File: config.mk
export PLATFORM = sky130hd
export DESIGN_NAME = id_ex_stage
export DESIGN_NICKNAME = d
export VERILOG_FILES = /design/src/rtl/id_ex_stage.sv
export SDC_FILE = /design/constraint.sdc
export NUM_CORES = 1
export LEC_CHECK = 0
export ABC_AREA = 0
export BUFFER_PORTS_ARGS = -buffer_cell sky130_fd_sc_hd__buf_2
export CORE_MARGIN = 2
export CORE_UTILIZATION = 30
export DETAILED_ROUTE_END_ITERATION = 6
export SLEW_MARGIN = 20
export SYNTH_ARGS = -nofsm -noshare
export SYNTH_HDL_FRONTEND = slang
export SYNTH_SLANG_ARGS = --single-unit
File: constraint.sdc
create_clock -name clk_i -period 2.37 [get_ports clk_i]
set_input_delay 0.1185 -clock clk_i [delete_from_list [all_inputs] [get_ports clk_i]]
set_output_delay 0.1185 -clock clk_i [all_outputs]
set_load 0.02 [all_outputs]
File: src/rtl/id_ex_stage.sv
// id_ex_stage: decode-to-execute pipeline register.
// Single-entry valid/ready stage with flush. Writeback data is forwarded
// into rs1/rs2 operands both when an instruction is captured and while it
// is held by a stalled execute stage.
// Optional macro ID_EX_PERF_CNT_EN adds saturating stall/flush counters.
module id_ex_stage #(
  parameter int XLEN       = 32,
  parameter int REG_ADDR_W = 5,
  parameter int FUN_W      = 4
) (
  input  logic                  clk_i,
  input  logic                  rst_ni,
  input  logic                  valid_i,
  output logic                  ready_o,
  input  logic [REG_ADDR_W-1:0] rs1_addr_i,
  input  logic [REG_ADDR_W-1:0] rs2_addr_i,
  input  logic [XLEN-1:0]       rs1_data_i,
  input  logic [XLEN-1:0]       rs2_data_i,
  input  logic [XLEN-1:0]       imm_ext_i,
  input  logic                  alu_sel_i,
  input  logic [FUN_W-1:0]      alu_fun_i,
  input  logic [REG_ADDR_W-1:0] rd_addr_i,
  input  logic                  rd_we_i,
  input  logic                  flush_i,
  input  logic                  wb_we_i,
  input  logic [REG_ADDR_W-1:0] wb_rd_i,
  input  logic [XLEN-1:0]       wb_data_i,
  output logic                  valid_o,
  input  logic                  ready_i,
  output logic [XLEN-1:0]       reg_a_o,
  output logic [XLEN-1:0]       reg_b_o,
  output logic [XLEN-1:0]       imm_ext_o,
  output logic                  alu_sel_o,
  output logic [FUN_W-1:0]      alu_fun_o,
  output logic [REG_ADDR_W-1:0] rd_addr_o,
`ifdef ID_EX_PERF_CNT_EN
  output logic [31:0]           stall_cnt_o,
  output logic [31:0]           flush_cnt_o,
`endif
  output logic                  rd_we_o
);

  logic                  valid_q;
  logic [REG_ADDR_W-1:0] rs1_q;
  logic [REG_ADDR_W-1:0] rs2_q;
  logic                  accept;
  logic                  hold;
  logic [XLEN-1:0]       cap_a;
  logic [XLEN-1:0]       cap_b;
  logic                  hold_fwd_a;
  logic                  hold_fwd_b;

  assign valid_o = valid_q;

  // Handshake: single entry, so we can take a new one only if empty or draining.
  always_comb begin
    ready_o = rst_ni && (!valid_q || ready_i);
    accept  = valid_i && ready_o && !flush_i;
    hold    = valid_q && !ready_i;
  end

  // Forwarding selects; x0 is hardwired zero and never forwarded.
  always_comb begin
    cap_a      = rs1_data_i;
    cap_b      = rs2_data_i;
    hold_fwd_a = 1'b0;
    hold_fwd_b = 1'b0;
    if (wb_we_i && (wb_rd_i == rs1_addr_i) && (rs1_addr_i != '0)) cap_a = wb_data_i;
    if (wb_we_i && (wb_rd_i == rs2_addr_i) && (rs2_addr_i != '0)) cap_b = wb_data_i;
    if (wb_we_i && (wb_rd_i == rs1_q) && (rs1_q != '0)) hold_fwd_a = 1'b1;
    if (wb_we_i && (wb_rd_i == rs2_q) && (rs2_q != '0)) hold_fwd_b = 1'b1;
  end

  // Pipeline register: flush beats accept beats hold; an unreplaced drain empties.
  always_ff @(posedge clk_i) begin
    if (!rst_ni) begin
      valid_q   <= 1'b0;
      rs1_q     <= '0;
      rs2_q     <= '0;
      reg_a_o   <= '0;
      reg_b_o   <= '0;
      imm_ext_o <= '0;
      alu_sel_o <= 1'b0;
      alu_fun_o <= '0;
      rd_addr_o <= '0;
      rd_we_o   <= 1'b0;
    end else if (flush_i) begin
      valid_q <= 1'b0;
    end else if (accept) begin
      valid_q   <= 1'b1;
      rs1_q     <= rs1_addr_i;
      rs2_q     <= rs2_addr_i;
      reg_a_o   <= cap_a;
      reg_b_o   <= cap_b;
      imm_ext_o <= imm_ext_i;
      alu_sel_o <= alu_sel_i;
      alu_fun_o <= alu_fun_i;
      rd_addr_o <= rd_addr_i;
      rd_we_o   <= rd_we_i && (rd_addr_i != '0);
    end else if (hold) begin
      if (hold_fwd_a) reg_a_o <= wb_data_i;
      if (hold_fwd_b) reg_b_o <= wb_data_i;
    end else if (valid_q && ready_i) begin
      valid_q <= 1'b0;
    end
  end

`ifdef ID_EX_PERF_CNT_EN
  // Saturating event counters for stall cycles and killed instructions.
  always_ff @(posedge clk_i) begin
    if (!rst_ni) begin
      stall_cnt_o <= '0;
      flush_cnt_o <= '0;
    end else begin
      if (valid_q && !ready_i && !flush_i && (stall_cnt_o != '1))
        stall_cnt_o <= stall_cnt_o + 32'd1;
      if (flush_i && (valid_q || (valid_i && ready_o)) && (flush_cnt_o != '1))
        flush_cnt_o <= flush_cnt_o + 32'd1;
    end
  end
`endif

endmodule

==> results of run 1 <==
## worst reg2reg max path: stages, from the launching register on
cell,delay (ns)
dfxtp_1,0.31
nand2b_1,0.20
or3b_2,0.54
a31oi_4,0.19
buf_12,0.26
mux2i_1,0.33
a211oi_2,0.09
## per-layer routing
layer  GRT usage (%)  vias to the layer above
met1           23.02                     2461
li1                -                     2647
met4           6.192                        0
met3           6.003                       22
met5               0                        -
met2           30.43                      216
## cell type report
type | count | share of cell area (%)
Sequential cell | 118 | 29.94
Clock inverter | 12 | 1.634
Tap cell | 225 | 3.569
Multi-Input combinational cell | 403 | 33.70
Clock buffer | 20 | 5.789
Timing Repair Buffer | 332 | 25.28
Inverter | 1 | 0.07930
## registers in the layout (all words and copies together), names as in the netlist
name	flops
imm_ext_o	32
reg_a_o	32
reg_b_o	32
rd_addr_o	5
rs1_q	5
rs2_q	5
alu_fun_o	4
alu_sel_o	1
rd_we_o	1
valid_o	1
## stage by stage
step / util [%] / std cells / worst slack [ns] / hold slack [ns]
2_1_floorplan: - / 574 / 0.4961 / 0.2402
3_3_place_gp: 39.36 / 1025 / 0.2526 / 0.3581
3_5_place_dp: 39.36 / 1025 / 0.1431 / 0.3640
4_1_cts: 45.92 / 1111 / 0.1135 / 0.03911
5_1_grt: 45.93 / 1111 / 0.08931 / 0.05150
6_report: 45.93 / 1111 / 0.1417 / 0.05924
## path summary, 6_finish.rpt
kind	endpoint	slack, ns	cells past startpoint
setup / recovery	reg_a_o[21]	0.14	8
hold / removal	reg_a_o[26]	0.06	3
setup reg to reg	reg_b_o[21]	0.31	6
hold reg to reg	imm_ext_o[26]	0.45	2
## power by group
group	switching, mW	internal (mW)
sequential	0.0360	2.06
combinational	0.417	0.335
clock	0.950	1.60
## synthesized netlist by cell type, drive strengths merged
library cell,n
xnor2,7
nand2b,1
inv,1
mux2i,64
and2,6
or2,3
xor2,9
buf,18
o31ai,1
nand2,109
nor3,3
nor4,3
a31oi,1
a211oi,64
or4,2
nor2,1
nor3b,1
nand3,2
clkbuf,34
o21ai,5
a21oi,118
or3b,1
dfxtp,118
a41o,2
## cell families after synthesis
group,share of synthesized area (%)
xor gates and xnor gates,2.678
DFF,45.15
buffers and inverters,4.567
muxes,12.24
and+or+nand+nor,10.52
AOI/OAI and AO/OA,24.84
## timing repair
action                                  4_1_cts  5_1_grt
gates resized for setup                       0        1
endpoints found under the setup margin        0       25
endpoints found under the hold margin        54        0
hold buffers                                 54        0
==> metrics.csv, run 1 <==
metric;value;unit
vias_per_cell;4.812;
start_util;30.46;%
cp_num_buf_inv;3;
track_usage;18.58;%
dr_wl_met3;1369;um
powerDensity;683.7;nW/um^2
top_layer;met4;
drc;0;
slowest_stage;dlygate4sd3_1;
slew_violations;0;
dp_hpwl;11410;um
antenna_found_initial;0;
row_count;48;
worst_setup_path_end_kind;flop;
ioPinCount;269;
leakage;3.526;nW
h-tree-depth;4;
cts_root_buffer;clkbuf_16;
path_delay_family;buffers and inverters;
numPortBuffers;268;
rsz0062_at_grt;false;
power;5.394;mW
drive_above_1_share;39.28;%
syn-cell-area;5233;um^2
cap_violations;0;
multi_input_area;2659;um^2
r2r_start;valid_o;
ys_seq_area_share;45.15;%
globalplace.congestion;0.7664;
regArea;2362;um^2
synthTopCellsByArea;dfxtp_1 (45%), mux2i_1 (12%), a21oi_1 (11%);
setup_viol;0;
path_clk_slew;0.06;ns
fillers;1665;
wl_met2;8214;um
firstDrtPassIters;5;
clock_skew;0.005876;ns
wl;17720;um
required;2.69;ns
dpl_cell_area;6761;um^2
status;completed;
post-route-period-util;94.02;%
syn_inst;574;
ys_types;30;
wl_per_cell;15.95;um
dieArea;18510;um^2
stdcell_area;7889;um^2
core-area;17180;um^2
ant_nets;0;
path_class;primary input to flop;
grt_pass1_wl;27010;um
most-common-layout-cells;buf_2 (268), dfxtp_1 (118), a21oi_1 (117);
yosys.area.top_type_share;45.15;%
tritoncts;done;
dr_total_vias;5346;
nets;1033;
fp.dieW;136.1;um
min_from;rs1_data_i[26];
cp-start-kind;primary input;
grt_overflow_total;0;
clk_latency;0.40;ns
critPathLaunch;rs1_addr_i[0];
critical_path_peak_fanout;32;
worst_pin_slew;0.7816;ns
antennaDiodeCount;0;
wl_met1;7864;um
timing.fmax;448.8;MHz
syn_avg_cell_area;9.116;um^2
area_growth;50.77;%
numClockSinks;118;
grt_pass1_vias;5245;
relSlewSlack;47.90;%
finalCriticalPeriod;2.228;ns
cp_cell_sequence;dlygate4sd3_1 -> buf_2 -> or4_1 -> a21oi_1 -> o31ai_4 -> buf_4 -> mux2i_1 -> a211oi_1;
syn-num-nets;734;
mostFrequentLayoutCell;buf_2;
peakVddDrop;0.4436;mV
cts.path.max_buffers;2;
ys_warn_count;0;
cp.arrival;2.54;ns
hold_path.class;primary input to flop;
yosys_register_bits;118;
tns;0;ns
die_y;136.1;um
drt_iter0_drc;233;
cts_setup_buffers;0;
synth.largest_area_cell;dfxtp_1;
grt_max_degree;66;
cts_buffers;17;
hold_viol_final;0;
cp_slowest_stage_delay;0.55;ns
Note: power is estimated with default switching activity, not from simulation.
==> run 2, diff against run 1 <==
- CORE_UTILIZATION: 30 -> 45
- PLACE_DENSITY: not set -> 0.79
==> metrics.csv, run 2 (synthesis gave the netlist of run 1 again) <==
metric;value;unit;change
timing.fmax;468.0;MHz;was 448.8 MHz
place_inst;944;;was 1025
globalplace.congestion;0.8276;;was 0.7664
dr_total_vias;5541;;was 5346
nets;1031;;was 1033
cts_buffers;17;;unchanged
die_y;111.8;um;was 136.1 um
numClockSinks;118;;unchanged
dieArea;12510;um^2;was 18510 um^2
critical_path_peak_fanout;25;;was 32
core-area;11370;um^2;was 17180 um^2
mostFrequentLayoutCell;buf_2;;unchanged
path_clk_slew;0.05;ns;was 0.06 ns
wl_per_cell;17.04;um;was 15.95 um
ant_nets;0;;unchanged
firstDrtPassIters;4;;was 5
start_util;46.02;%;was 30.46%
numPortBuffers;268;;unchanged
worst_setup_path_end_kind;flop;;unchanged
vias_per_cell;5.411;;was 4.812
worst_pin_slew;1.004;ns;was 0.7816 ns
track_usage;27.55;%;was 18.58%
wl;17450;um;was 17720 um
h-tree-depth;4;;unchanged
drive_above_1_share;39.16;%;was 39.28%
hold_path.class;primary input to flop;;unchanged
clk_latency;0.41;ns;was 0.40 ns
tns;0;ns;unchanged
grt_max_degree;117;;was 66
finalCriticalPeriod;2.137;ns;was 2.228 ns
dp_slack;0.3004;ns;was 0.1431 ns
cts_root_buffer;clkbuf_16;;unchanged
dpl_cell_area;6666;um^2;was 6761 um^2
top_regs;imm_ext_o x32, reg_a_o x32, reg_b_o x32;;unchanged
ioPinCount;269;;unchanged
setup_viol;0;;unchanged
powerDensity;686.0;nW/um^2;was 683.7 nW/um^2
cts_resized;0;;unchanged
fp.dieW;111.8;um;was 136.1 um
grt_pass1_wl;27790;um;was 27010 um
cp.arrival;2.44;ns;was 2.54 ns
row_count;39;;was 48
peakVddDrop;0.6255;mV;was 0.4436 mV
power;5.314;mW;was 5.394 mW
clock_skew;0.01022;ns;was 0.005876 ns
cap_violations;0;;unchanged
most-common-layout-cells;buf_2 (268), dfxtp_1 (118), a21oi_1 (117);;unchanged
grt_overflow_total;0;;unchanged
area_growth;48.04;%;was 50.77%
post-route-period-util;90.15;%;was 94.02%
antenna_found_initial;1;;was 0
relSlewSlack;33.07;%;was 47.90%
required;2.68;ns;was 2.69 ns
whs;0.008980;ns;was 0.05924 ns
status;completed;;unchanged
final_util;68.13;%;was 45.93%
leakage;3.523;nW;was 3.526 nW
path_class;primary input to flop;;unchanged
dp_hpwl;10390;um;was 11410 um
drt_iter0_drc;357;;was 233
cp-start-kind;primary input;;unchanged
stdcell_area;7746;um^2;was 7889 um^2
tritoncts;done;;unchanged
cts.path.max_buffers;2;;unchanged
final_cells;1024;;was 1111
grt_pass1_vias;5687;;was 5245
slew_violations;0;;unchanged
fin_ws;0.2334;ns;was 0.1417 ns
antennaDiodeCount;0;;unchanged
rsz0062_at_grt;false;;unchanged
drc;0;;unchanged
hold_viol_final;0;;unchanged
## run 2: cell count changes in the layout (fill, tap and decap cells not counted), sizes merged
cell / delta
dlygate4sd3: -3
clkinv: -5
bufinv: -1
clkbuf: +6
clkinvlp: -3
buf: +1
## run 2: repair_timing
action / in CTS / in global routing
endpoints found under the hold margin: 51 / 0
setup endpoints to repair: 0 / 0
setup buffers: 0 / 0
hold buffers: 51 / 0
## run 2: worst max-delay path, cell delays in order
cell           delay (ns)
dlygate4sd3_1        0.53
buf_2                0.14
or4_1                0.55
a21oi_1              0.24
o31ai_4              0.20
buf_12               0.23
mux2i_1              0.14
a211oi_1             0.26
## run 2: cell type report
| cell class | count | area [um^2] |
|---|---|---|
| clock buffer | 26 | 529.3 |
| clock inverter | 3 | 40.04 |
| fill | 872 | 3623 |
| inverter | 1 | 6.256 |
| multi-input combinational | 403 | 2658 |
| sequential | 118 | 2362 |
| tap | 143 | 178.9 |
| timing repair buffer | 330 | 1972 |
## run 2: power breakdown
group / leakage, nW / switching [mW] / internal [mW]
combinational: 2.28 / 0.420 / 0.332
clock: 0.284 / 0.850 / 1.62
sequential: 0.959 / 0.0387 / 2.06
total: 3.52 / 1.31 / 4.01
## run 2: final timing paths
kind                  from      endpoint  slack, ns  depth (start not counted)
max reg2reg       rs2_q[1]   reg_b_o[28]       0.30                          5
min          rs1_addr_i[1]      rs1_q[1]      0.009                          3
max          rs1_addr_i[0]   reg_a_o[27]       0.23                          8
min reg2reg   imm_ext_o[2]  imm_ext_o[2]       0.45                          2
## run 2: per-layer routing
metal | vias to the layer above | GRT usage (%) | part of all wire [%] | wire, um
met5 | - | 0 | 0.074 | 13
met4 | 2 | 13.09 | 3.0 | 532
met3 | 50 | 8.165 | 8.1 | 1414
met2 | 272 | 47.23 | 49 | 8512
met1 | 2577 | 31.49 | 40 | 6977
li1 | 2640 | - | - | -
==> run 3, diff against run 2 <==
- REMOVE_ABC_BUFFERS: not set -> 1
==> metrics.csv, run 3 (synthesis gave the netlist of run 1 again) <==
metric;value;unit;change
status;completed;;unchanged
path_class;primary input to flop;;unchanged
dr_total_vias;5679;;was 5541
switchingPower;1.333;mW;was 1.308 mW
worst_pin_slew;0.9920;ns;was 1.004 ns
dp_slack;0.2485;ns;was 0.3004 ns
start_util;46.02;%;unchanged
powerDensity;686.0;nW/um^2;about the same
tns;0;ns;unchanged
vias_per_cell;5.498;;was 5.411
globalplace.congestion;0.8532;;was 0.8276
wl;17900;um;was 17450 um
hold_path.class;primary input to flop;;unchanged
grt_pass1_wl;28800;um;was 27790 um
p_comb_share;14.1;%;about the same
top_regs;imm_ext_o x32, reg_a_o x32, reg_b_o x32;;unchanged
cts_buffers;17;;unchanged
cp_cell_sequence;dlygate4sd3_1 -> buf_2 -> xnor2_1 -> nand3_1 -> o31ai_4 -> buf_4 -> mux2i_1 -> a211oi_1;;was dlygate4sd3_1 -> buf_2 -> or4_1 -> a21oi_1 -> o31ai_4 -> buf_12 -> mux2i_1 -> a211oi_1
path_delay_family;buffers and inverters;;unchanged
top_layer;met4;;was met5
track_usage;28.67;%;was 27.55%
core-area;11370;um^2;unchanged
regArea;2362;um^2;unchanged
cts_resized;0;;unchanged
grt_overflow_total;0;;unchanged
cts_setup_buffers;0;;unchanged
required;2.65;ns;was 2.68 ns
dp_hpwl;10860;um;was 10390 um
area_growth;49.45;%;was 48.04%
mostFrequentLayoutCell;buf_2;;unchanged
relSlewSlack;33.87;%;was 33.07%
dieArea;12510;um^2;unchanged
critical_path_peak_fanout;12;;was 25
worst_setup_path_end_kind;flop;;unchanged
whs;0.04263;ns;was 0.008980 ns
ioPinCount;269;;unchanged
cp_slowest_stage_delay;0.75;ns;was 0.55 ns
cap_violations;0;;unchanged
numPortBuffers;268;;unchanged
clk_latency;0.41;ns;about the same
drt_iter0_drc;476;;was 357
antenna_found_initial;0;;was 1
antennaDiodeCount;0;;unchanged
h-tree-depth;4;;unchanged
clock_skew;0.005599;ns;was 0.01022 ns
dr_wl_met3;1829;um;was 1414 um
hold_viol_final;0;;unchanged
leakage;3.563;nW;was 3.523 nW
firstDrtPassIters;5;;was 4
power;5.365;mW;was 5.314 mW
wl_met1;6838;um;was 6977 um
slew_violations;0;;unchanged
grt_pass1_vias;5730;;was 5687
rsz0062_at_grt;false;;unchanged
final_util;68.78;%;was 68.13%
cp.arrival;2.51;ns;was 2.44 ns
p_int;4.032;mW;was 4.006 mW
path_clk_slew;0.05;ns;about the same
cp_num_buf_inv;3;;unchanged
drive_above_1_share;39.66;%;was 39.16%
power_switching_share;24.85;%;was 24.62%
cts.path.max_buffers;2;;unchanged
timing.fmax;446.8;MHz;was 468.0 MHz
peakVddDrop;0.6016;mV;was 0.6255 mV
die_y;111.8;um;unchanged
finalCriticalPeriod;2.238;ns;was 2.137 ns
fp.dieW;111.8;um;unchanged
slowest_stage;o31ai_4;;was or4_1
numClockSinks;118;;unchanged
cts_root_buffer;clkbuf_16;;unchanged
fin_ws;0.1318;ns;was 0.2334 ns
post-route-period-util;94.44;%;was 90.15%
nets;1038;;was 1031
wl_met2;8726;um;was 8512 um
multi_input_area;2658;um^2;unchanged
wl_per_cell;17.33;um;was 17.04 um
tritoncts;done;;unchanged
row_count;39;;unchanged
cp-start-kind;primary input;;unchanged
power_frac_clock;46.8;%;was 46.4%
grt_max_degree;66;;was 117
most-common-layout-cells;buf_2 (268), dfxtp_1 (118), a21oi_1 (117);;unchanged
setup_viol;0;;unchanged
drc;0;;unchanged
fillers;857;;was 872
p_seq_share;39.1;%;was 39.5%
ant_nets;0;;unchanged
-- run 3: cell count changes in the layout (fill, tap and decap cells not counted), sizes merged --
cell | before | now
bufinv | 1 | 2
dlygate4sd3 | 51 | 54
clkinvlp | 0 | 1
clkbuf | 26 | 21
clkinv | 2 | 7
buf | 279 | 283
-- run 3: tightest hold or removal path, cell delays in order --
cell and delay [ns]:
buf_2 0.09, mux2i_1 0.11, a211oi_1 0.08
-- run 3: final timing paths --
| path | cells past startpoint | start | to | slack (ns) |
|---|---|---|---|---|
| hold / removal | 3 | rs1_data_i[30] | reg_a_o[30] | 0.04 |
| setup / recovery | 8 | rs1_addr_i[1] | reg_a_o[5] | 0.13 |
| hold reg to reg | 2 | imm_ext_o[10] | imm_ext_o[10] | 0.45 |
| setup reg to reg | 7 | valid_o | reg_b_o[30] | 0.26 |
-- run 3: power by group through the flow --
stage                     Clock, mW  Sequential [mW]  Combinational [mW]
after floorplan                   0             2.21               0.286
after global placement            0             2.13               0.668
after detailed placement          0             2.13               0.674
after CTS                      2.55             2.09               0.747
after global routing           2.64             2.10               0.817
final                          2.51             2.10               0.756
-- run 3: cell type report --
type	instances	share of cell area [%]
multi-input cells	403	33.98
clock buffers	21	6.144
flip-flops and latches	118	30.21
clock inverters	10	1.312
inverters	1	0.08000
well taps	143	2.288
repair buffers	337	25.98
-- run 3: timing repair --
action	in CTS	in global routing
endpoints found under the setup margin	0	5
hold buffers	54	0
endpoints found under the hold margin	54	0
-- run 3: layer usage --
layer / vias to the layer above / global-route usage, %
met4: 0 / 10.45
met5: - / 0
met3: 52 / 9.799
met1: 2626 / 31.80
li1: 2658 / -
met2: 343 / 50.87
-- run 3: per-stage QoR --
step	cells	cell area, um^2
4_1_cts	1033	7820
3_5_place_dp	948	6696
2_1_floorplan	522	4997
6_report	1033	7820
5_1_grt	1033	7820
3_3_place_gp	948	6696
